<file path="src/rtl/per_demux_pkg.sv">
// Shared constants for the outstanding-tracking request demultiplexer.
// The error word is kept wide so any DATA_WIDTH can slice its own copy.
package per_demux_pkg;

   localparam logic OPC_OK  = 1'b0;
   localparam logic OPC_ERR = 1'b1;

   localparam logic [1023:0] ERR_RDATA = {32{32'hBADACCE5}};

endpackage

</file>
<file path="src/rtl/per_demux_err_slave.sv">
// Error responder for unmapped addresses: answers every accepted request
// exactly one cycle later with an error opcode and the error word.
module per_demux_err_slave
   import per_demux_pkg::*;
#(
   parameter int DATA_WIDTH = 32
) (
   input  logic                  clk_i,
   input  logic                  rst_ni,
   input  logic                  i_valid,
   output logic                  o_r_valid,
   output logic                  o_r_opc,
   output logic [DATA_WIDTH-1:0] o_r_rdata
);

   logic r_valid;

   always_ff @(posedge clk_i or negedge rst_ni) begin
      if (!rst_ni) begin
         r_valid <= 1'b0;
      end else begin
         r_valid <= i_valid;
      end
   end

   assign o_r_valid = r_valid;
   assign o_r_opc   = r_valid ? OPC_ERR : OPC_OK;
   assign o_r_rdata = r_valid ? ERR_RDATA[DATA_WIDTH-1:0] : '0;

endmodule

</file>
<file path="src/rtl/per_demux_ot.sv">
// One-to-many request demultiplexer with in-order response tracking:
// requests only switch target once every outstanding response has returned.
module per_demux_ot
   import per_demux_pkg::*;
#(
   parameter int NB_MASTERS      = 2,
   parameter int ADDR_OFFSET     = 10,
   parameter int DATA_WIDTH      = 32,
   parameter int MAX_OUTSTANDING = 4
) (
   input  logic                                     clk_i,
   input  logic                                     rst_ni,
   input  logic                                     slave_req_i,
   input  logic [31:0]                              slave_add_i,
   input  logic                                     slave_wen_i,
   input  logic [DATA_WIDTH-1:0]                    slave_wdata_i,
   input  logic [DATA_WIDTH/8-1:0]                  slave_be_i,
   output logic                                     slave_gnt_o,
   output logic                                     slave_r_valid_o,
   output logic                                     slave_r_opc_o,
   output logic [DATA_WIDTH-1:0]                    slave_r_rdata_o,
   output logic [NB_MASTERS-1:0]                    master_req_o,
   output logic [NB_MASTERS-1:0][31:0]              master_add_o,
   output logic [NB_MASTERS-1:0]                    master_wen_o,
   output logic [NB_MASTERS-1:0][DATA_WIDTH-1:0]    master_wdata_o,
   output logic [NB_MASTERS-1:0][DATA_WIDTH/8-1:0]  master_be_o,
   input  logic [NB_MASTERS-1:0]                    master_gnt_i,
   input  logic [NB_MASTERS-1:0]                    master_r_valid_i,
   input  logic [NB_MASTERS-1:0]                    master_r_opc_i,
   input  logic [NB_MASTERS-1:0][DATA_WIDTH-1:0]    master_r_rdata_i
);

   localparam int SEL_W = (NB_MASTERS > 1) ? $clog2(NB_MASTERS) : 1;
   localparam int CNT_W = $clog2(MAX_OUTSTANDING + 1);
   localparam logic [SEL_W:0]   ERR_TGT = (SEL_W+1)'(NB_MASTERS);
   localparam logic [CNT_W-1:0] CNT_MAX = CNT_W'(MAX_OUTSTANDING);

   logic [SEL_W:0]          r_cur;
   logic [CNT_W-1:0]        r_cnt;

   logic [SEL_W-1:0]        w_sel;
   logic                    w_mapped;
   logic [SEL_W:0]          w_target;
   logic                    w_dn_gnt;
   logic                    w_rsp_valid;
   logic                    w_rsp_opc;
   logic [DATA_WIDTH-1:0]   w_rsp_rdata;
   logic                    w_rsp;
   logic                    w_accept;
   logic                    w_gnt;
   logic                    w_err_valid;
   logic                    w_err_opc;
   logic [DATA_WIDTH-1:0]   w_err_rdata;

   assign w_sel    = slave_add_i[ADDR_OFFSET +: SEL_W];
   assign w_mapped = ({1'b0, w_sel} < ERR_TGT);
   assign w_target = w_mapped ? {1'b0, w_sel} : ERR_TGT;

   always_comb begin
      w_dn_gnt    = 1'b0;
      w_rsp_valid = 1'b0;
      w_rsp_opc   = 1'b0;
      w_rsp_rdata = '0;
      for (int i = 0; i < NB_MASTERS; i++) begin
         if (w_sel == SEL_W'(i)) begin
            w_dn_gnt = master_gnt_i[i];
         end
         if (r_cur == (SEL_W+1)'(i)) begin
            w_rsp_valid = master_r_valid_i[i];
            w_rsp_opc   = master_r_opc_i[i];
            w_rsp_rdata = master_r_rdata_i[i];
         end
      end
      if (r_cur == ERR_TGT) begin
         w_rsp_valid = w_err_valid;
         w_rsp_opc   = w_err_opc;
         w_rsp_rdata = w_err_rdata;
      end
   end

   // A returning response frees a slot in the same cycle, so a full window can still accept.
   assign w_rsp    = w_rsp_valid & (r_cnt != '0);
   assign w_accept = slave_req_i & ((r_cnt == '0) | (w_target == r_cur))
                   & ((r_cnt < CNT_MAX) | w_rsp);
   assign w_gnt    = w_accept & (w_mapped ? w_dn_gnt : 1'b1);

   for (genvar gi = 0; gi < NB_MASTERS; gi++) begin : g_port
      assign master_req_o[gi]   = rst_ni & w_accept & w_mapped & (w_sel == SEL_W'(gi));
      assign master_add_o[gi]   = slave_add_i;
      assign master_wen_o[gi]   = slave_wen_i;
      assign master_wdata_o[gi] = slave_wdata_i;
      assign master_be_o[gi]    = slave_be_i;
   end

   assign slave_gnt_o     = rst_ni & w_gnt;
   assign slave_r_valid_o = rst_ni & w_rsp;
   assign slave_r_opc_o   = rst_ni & w_rsp_opc;
   assign slave_r_rdata_o = rst_ni ? w_rsp_rdata : '0;

   always_ff @(posedge clk_i or negedge rst_ni) begin
      if (!rst_ni) begin
         r_cur <= '0;
         r_cnt <= '0;
      end else begin
         if (w_gnt) begin
            r_cur <= w_target;
         end
         case ({w_gnt, w_rsp})
            2'b10:   r_cnt <= r_cnt + 1'b1;
            2'b01:   r_cnt <= r_cnt - 1'b1;
            default: r_cnt <= r_cnt;
         endcase
      end
   end

   per_demux_err_slave #(
      .DATA_WIDTH (DATA_WIDTH)
   ) u_err_slave (
      .clk_i      (clk_i),
      .rst_ni     (rst_ni),
      .i_valid    (w_gnt & ~w_mapped),
      .o_r_valid  (w_err_valid),
      .o_r_opc    (w_err_opc),
      .o_r_rdata  (w_err_rdata)
   );

endmodule

</file>
<file path="config.mk">
export PLATFORM = sky130hd
export DESIGN_NAME = per_demux_ot
export DESIGN_NICKNAME = d
export VERILOG_FILES = /design/src/rtl/per_demux_pkg.sv /design/src/rtl/per_demux_err_slave.sv /design/src/rtl/per_demux_ot.sv
export SDC_FILE = /design/constraint.sdc
export NUM_CORES = 1
export LEC_CHECK = 0
export ABC_CLOCK_PERIOD_IN_PS = 5300
export BUFFER_PORTS_ARGS = -buffer_cell sky130_fd_sc_hd__buf_2
export CAP_MARGIN = 20
export CELL_PAD_IN_SITES_DETAIL_PLACEMENT = 1
export CELL_PAD_IN_SITES_GLOBAL_PLACEMENT = 1
export CORE_AREA = 2 2 122 124
export DETAILED_ROUTE_END_ITERATION = 7
export DIE_AREA = 0 0 124 126
export PLACE_DENSITY = 0.78
export SKIP_LAST_GASP = 1
export SLEW_MARGIN = 5
export SYNTH_ARGS = -nofsm -noshare
export SYNTH_HDL_FRONTEND = slang
export SYNTH_SLANG_ARGS = --single-unit
</file>
<file path="constraint.sdc">
create_clock -name clk_i -period 5.3 [get_ports clk_i]
set_clock_uncertainty 0.15 [all_clocks]
set_input_delay 1.325 -clock clk_i [delete_from_list [all_inputs] [get_ports clk_i]]
set_output_delay 1.325 -clock clk_i [all_outputs]
set_load 0.01 [all_outputs]
</file>
Word level (Yosys, flattened, before mapping):

Index checks and enable logic that the tools add are counted.
Widths: inputs -> output; s select.

* latch bits: 0
* memories: 0
* word-level logic and storage cells: 34
* memory bits (read-only): 0
* output and inout port bits: 175
* RAM bits: 0
* input port bits: 142
* register bits: 4

* shift operators: 0
* bitwise logic cells: 13
* equal/unequal tests: 3
* add/subtract/negate cells: 2
* reductions and logical operators: 4
* multiply operators: 0
* muxes and demuxes: 9
* $lt $le $gt $ge: 1
* divide/modulo/power cells: 0

Operator list (count)
* $mux 32: 3
* $and 1x1->1: 10
* $pmux 3 s2: 1
* $mux 1: 5
* $add 3x1->3 const B: 1
* $logic_not 3->1: 1
* $lt 3x3->1 const B: 1
* $reduce_bool 3->1: 1
* $sub 3x1->3 const B: 1
* $eq 2x1->1 const B: 1
* $eq 2x2->1 const B: 1
* $logic_not 2->1: 1
* $or 1x1->1: 2
* $reduce_bool 2->1: 1
* $eq 1x1->1: 1
* $not 1->1: 1

Longest topological paths before layout:

* depth in word-level cells: 9
* mapped depth: 10
* gate-level depth less buffers: 9

Worst setup path after synthesis:

OpenSTA, ideal clock, no wires.

* path type: input-to-output
* from: input slave_add_i[10]
* to: output master_req_o[0]
* arrival time: 2.019 ns
* buffers on the path: 0
* setup slack: 1.806 ns
* data required time: 3.825 ns
* cell stages on the path: 4
* cells stage by stage: xor2_1 > a221oi_2 > nand2_1 > nor2_1

* word-level cells in the longest chain between the ends: 6
* elaborated cells between the ends (all ways): 7
* classes of those cells: eq/ne: 1; bitwise: 6

RTL lines
* from (decl): line per_demux_ot.sv:14 `input logic [31:0] slave_add_i,`
* $eq 1x1->1: line per_demux_ot.sv:83 `assign w_accept = slave_req_i & ((r_cnt == '0) | (w_target == r_cur))`
* $or 1x1->1: line per_demux_ot.sv:83
* $and 1x1->1: line per_demux_ot.sv:83
* $and 1x1->1: line per_demux_ot.sv:84 `& ((r_cnt < CNT_MAX) | w_rsp);`
* $and 1x1->1: line per_demux_ot.sv:88 `assign master_req_o[gi] = rst_ni & w_accept & w_mapped & (w_sel == SEL_W'(gi));`
* $and 1x1->1 (*): line per_demux_ot.sv:88
* to (decl): line per_demux_ot.sv:22 `output logic [NB_MASTERS-1:0] master_req_o,`

Every way passes the cells marked *; elsewhere a longest branch is shown, timed or not.

Worst setup path in the final report:

* from: input slave_add_i[10]
* to: output master_req_o[1]

The elaborated chain is that of the path after synthesis.

==> flow_summary.yaml <==
critical_path:
  cp-end-kind: "primary output"
  worst-path-buf-inv: 2
  cpMostUsedCell: "buf_2"
  cp_top_family: "compound AO/OA/AOI/OAI gates"
  cp-start-kind: "primary input"
  cpPeakStageDelay_ps: 400
  worstPathRequired_ps: 3830
  cp_max_fo: 7
  worst-r2r-setup-slack_ps: 2810
  worst-setup-path-type: "in -> out"
  crit_path_cell_trace: "buf_2 -> xor2_1 -> a221oi_2 -> and3_2 -> buf_2"
  critPathSlowestCell: "a221oi_2"
  crit_arrival_ps: 2390
grt:
  antenna_found_initial: 0
  grt_pass1_vias: 1315
  grtUsageTotal: 0.0527
  overflow: 0
  grt_first_pass_wirelength_um: 6420
  grt_max_degree: 42
finish:
  area_growth_pct: -9.97
  final_util: 0.119
  n_antenna_cell: 0
  drive_above_1_share: 0.571
  finalNetCount: 357
floorplanning:
  coreArea_mm2: 0.0143
  die_w_um: 124
  die_area_mm2: 0.0156
  num_io_pins: 317
  fp-row-count: 44
  die_y_um: 126
  start_util: 0.132
cts:
  htreeDepth: 1
  post-cts-setup-buffers: 0
  clk_latency_ps: 230
  numCtsBuffers: 3
  cts-root-buf: "clkbuf_16"
  clk_pin_slew_ps: 30
  cts_hold_buf: 0
  cts_tree: "done"
  cts_resized: 0
  clock_path_buffers: 2
  cts.sinks: 4
yosys:
  ys_seq_area_frac: 0.0528
  synth-edff-count: 0
  ys_types: 20
  synth_ff_type: "dfrtp_1"
  synth-seq-cells: 4
  yosysWarnings: 0
  postSynthAreaPerCell_um2: 7.89
  ys_async_sr_fraction: 1.00
  netlist_instances: 240
  syn-cell-area_mm2: 0.00189
  syn-num-nets: 384
place:
  dp_hpwl_um: 3800
  finalWeightedCongestion: 0.683
  io_buffer_count: 112
sta:
  finalCriticalPeriod_ps: 3860
  fin_tns_setup_ps: 0
  hold_violations: 0
  slew_violations: 0
  maxSlewHeadroom: 0.619
  rsz0062_at_grt: "no"
  setup_violations: 0
  max_freq_mhz: 259
  tightest_slew_ps: 571
  min_period_over_period: 0.729
routing:
  antenna_left: 0
  drt-initial-drc-count: 20
  drt_first_pass_iters: 2
  wl_met1_um: 1130
  via_count: 1275
  top_layer: "met4"
  wl_met2_um: 2290
  drc_errors: 0
  wl_per_cell_um: 11.4
  wl_met3_um: 683
  wirelength_um: 4500
  vias_per_cell: 3.22
status:
  status: "completed"
power:
  powerDensity_mw_per_mm2: 323
  leakage_nw: 0.875
  irDropWorstVdd_uv: 112
job:
  drv_cap: 0
hold_path:
  hp-class: "reg -> reg"
==> stage by stage <==
stage | setup slack (ps) | hold WS (ps) | std cells | instance area, um2 | power [mW]
4_1_cts | 1430 | 379 | 396 | 1710 | 0.565
5_1_grt | 1350 | 419 | 396 | 1710 | 0.606
3_3_place_gp | 1520 | 369 | 392 | 1630 | 0.428
2_1_floorplan | 1810 | 331 | 240 | 1890 | 0.431
3_5_place_dp | 1470 | 372 | 392 | 1630 | 0.438
6_report | 1440 | 374 | 396 | 1710 | 0.551
==> worst register-to-register path, delay by kind of cell (launching register included) <==
family                     cells  cell delay, ps
DFF                            1             420
and+or+nand+nor                3             620
buffers and inverters          1              70
AOI/OAI and AO/OA              1             400
xor gates and xnor gates       2             270
adders and majority gates      2             420
==> synth_stat cells (2+ instances only) <==
cell type	instances	area (um2)
buf_4	138	1040
mux2i_1	35	350
nor2b_1	33	206
buf_2	4	20.0
dfrtp_1	4	100
inv_1	4	15.0
clkbuf_1	3	11.3
nor2_1	3	11.3
xor2_1	3	26.3
and3_2	2	15.0
nand2_1	2	7.51
==> registers in the layout, indices dropped and copies added, names as in the netlist <==
name and cells:
r_cnt 3, r_cur 1
==> path summary, 6_finish.rpt <==
kind                                       from         endpoint  cells after the start
worst max-delay path            slave_add_i[10]  master_req_o[1]                      5
worst min-delay path                   r_cnt[0]         r_cnt[0]                      1
worst min register to register         r_cnt[0]         r_cnt[0]                      1
min in group asynchronous                rst_ni         r_cnt[2]                      1
max in group asynchronous                rst_ni         r_cur[0]                      1
worst max register to register         r_cnt[2]         r_cnt[2]                      9
==> cells in the final DEF, fill, tap and decap left out, drive strengths merged <==
cell / count
buf: 113
mux2i: 35
nor2b: 33
inv: 4
clkbuf: 4
dfrtp: 4
nor2: 3
xor2: 3
nand2: 2
and3: 2
nor3: 1
mux2: 1
or3: 1
a221oi: 1
and2: 1
a32o: 1
xnor2: 1
fa: 1
ha: 1
==> per-layer routing <==
| metal | track usage | up-vias |
|---|---|---|
| li1 | - | 566 |
| met1 | 0.0350 | 554 |
| met2 | 0.103 | 88 |
| met3 | 0.0199 | 67 |
| met4 | 0.0516 | 0 |
| met5 | 0 | - |
==> report_power, final <==
| group | switching (mW) | internal (mW) | total (mW) | leakage (nW) |
|---|---|---|---|---|
| logic | 0.171 | 0.179 | 0.350 | 0.791 |
| registers | 0.0316 | 0.0486 | 0.0802 | 0.0463 |
| clock network | 0.0217 | 0.0994 | 0.121 | 0.0382 |
==> cells by family after synthesis <==
family | after synthesis | synth area share
buffers and inverters | 149 | 0.571
and+or+nand+nor | 43 | 0.136
adders and majority gates | 2 | 0.0172
xor gates and xnor gates | 4 | 0.0185
muxes | 36 | 0.191
DFF | 4 | 0.0528
AOI/OAI and AO/OA | 2 | 0.0132
==> final cells by class <==
type,instances,area (um2)
Tap cell,184,230
Fill cell,1761,12600
Multi-Input combinational cell,87,712
Inverter,4,15.0
Sequential cell,4,101
Timing Repair Buffer,113,568
Clock buffer,4,78.8
Note: power is estimated with default switching activity, not from simulation.
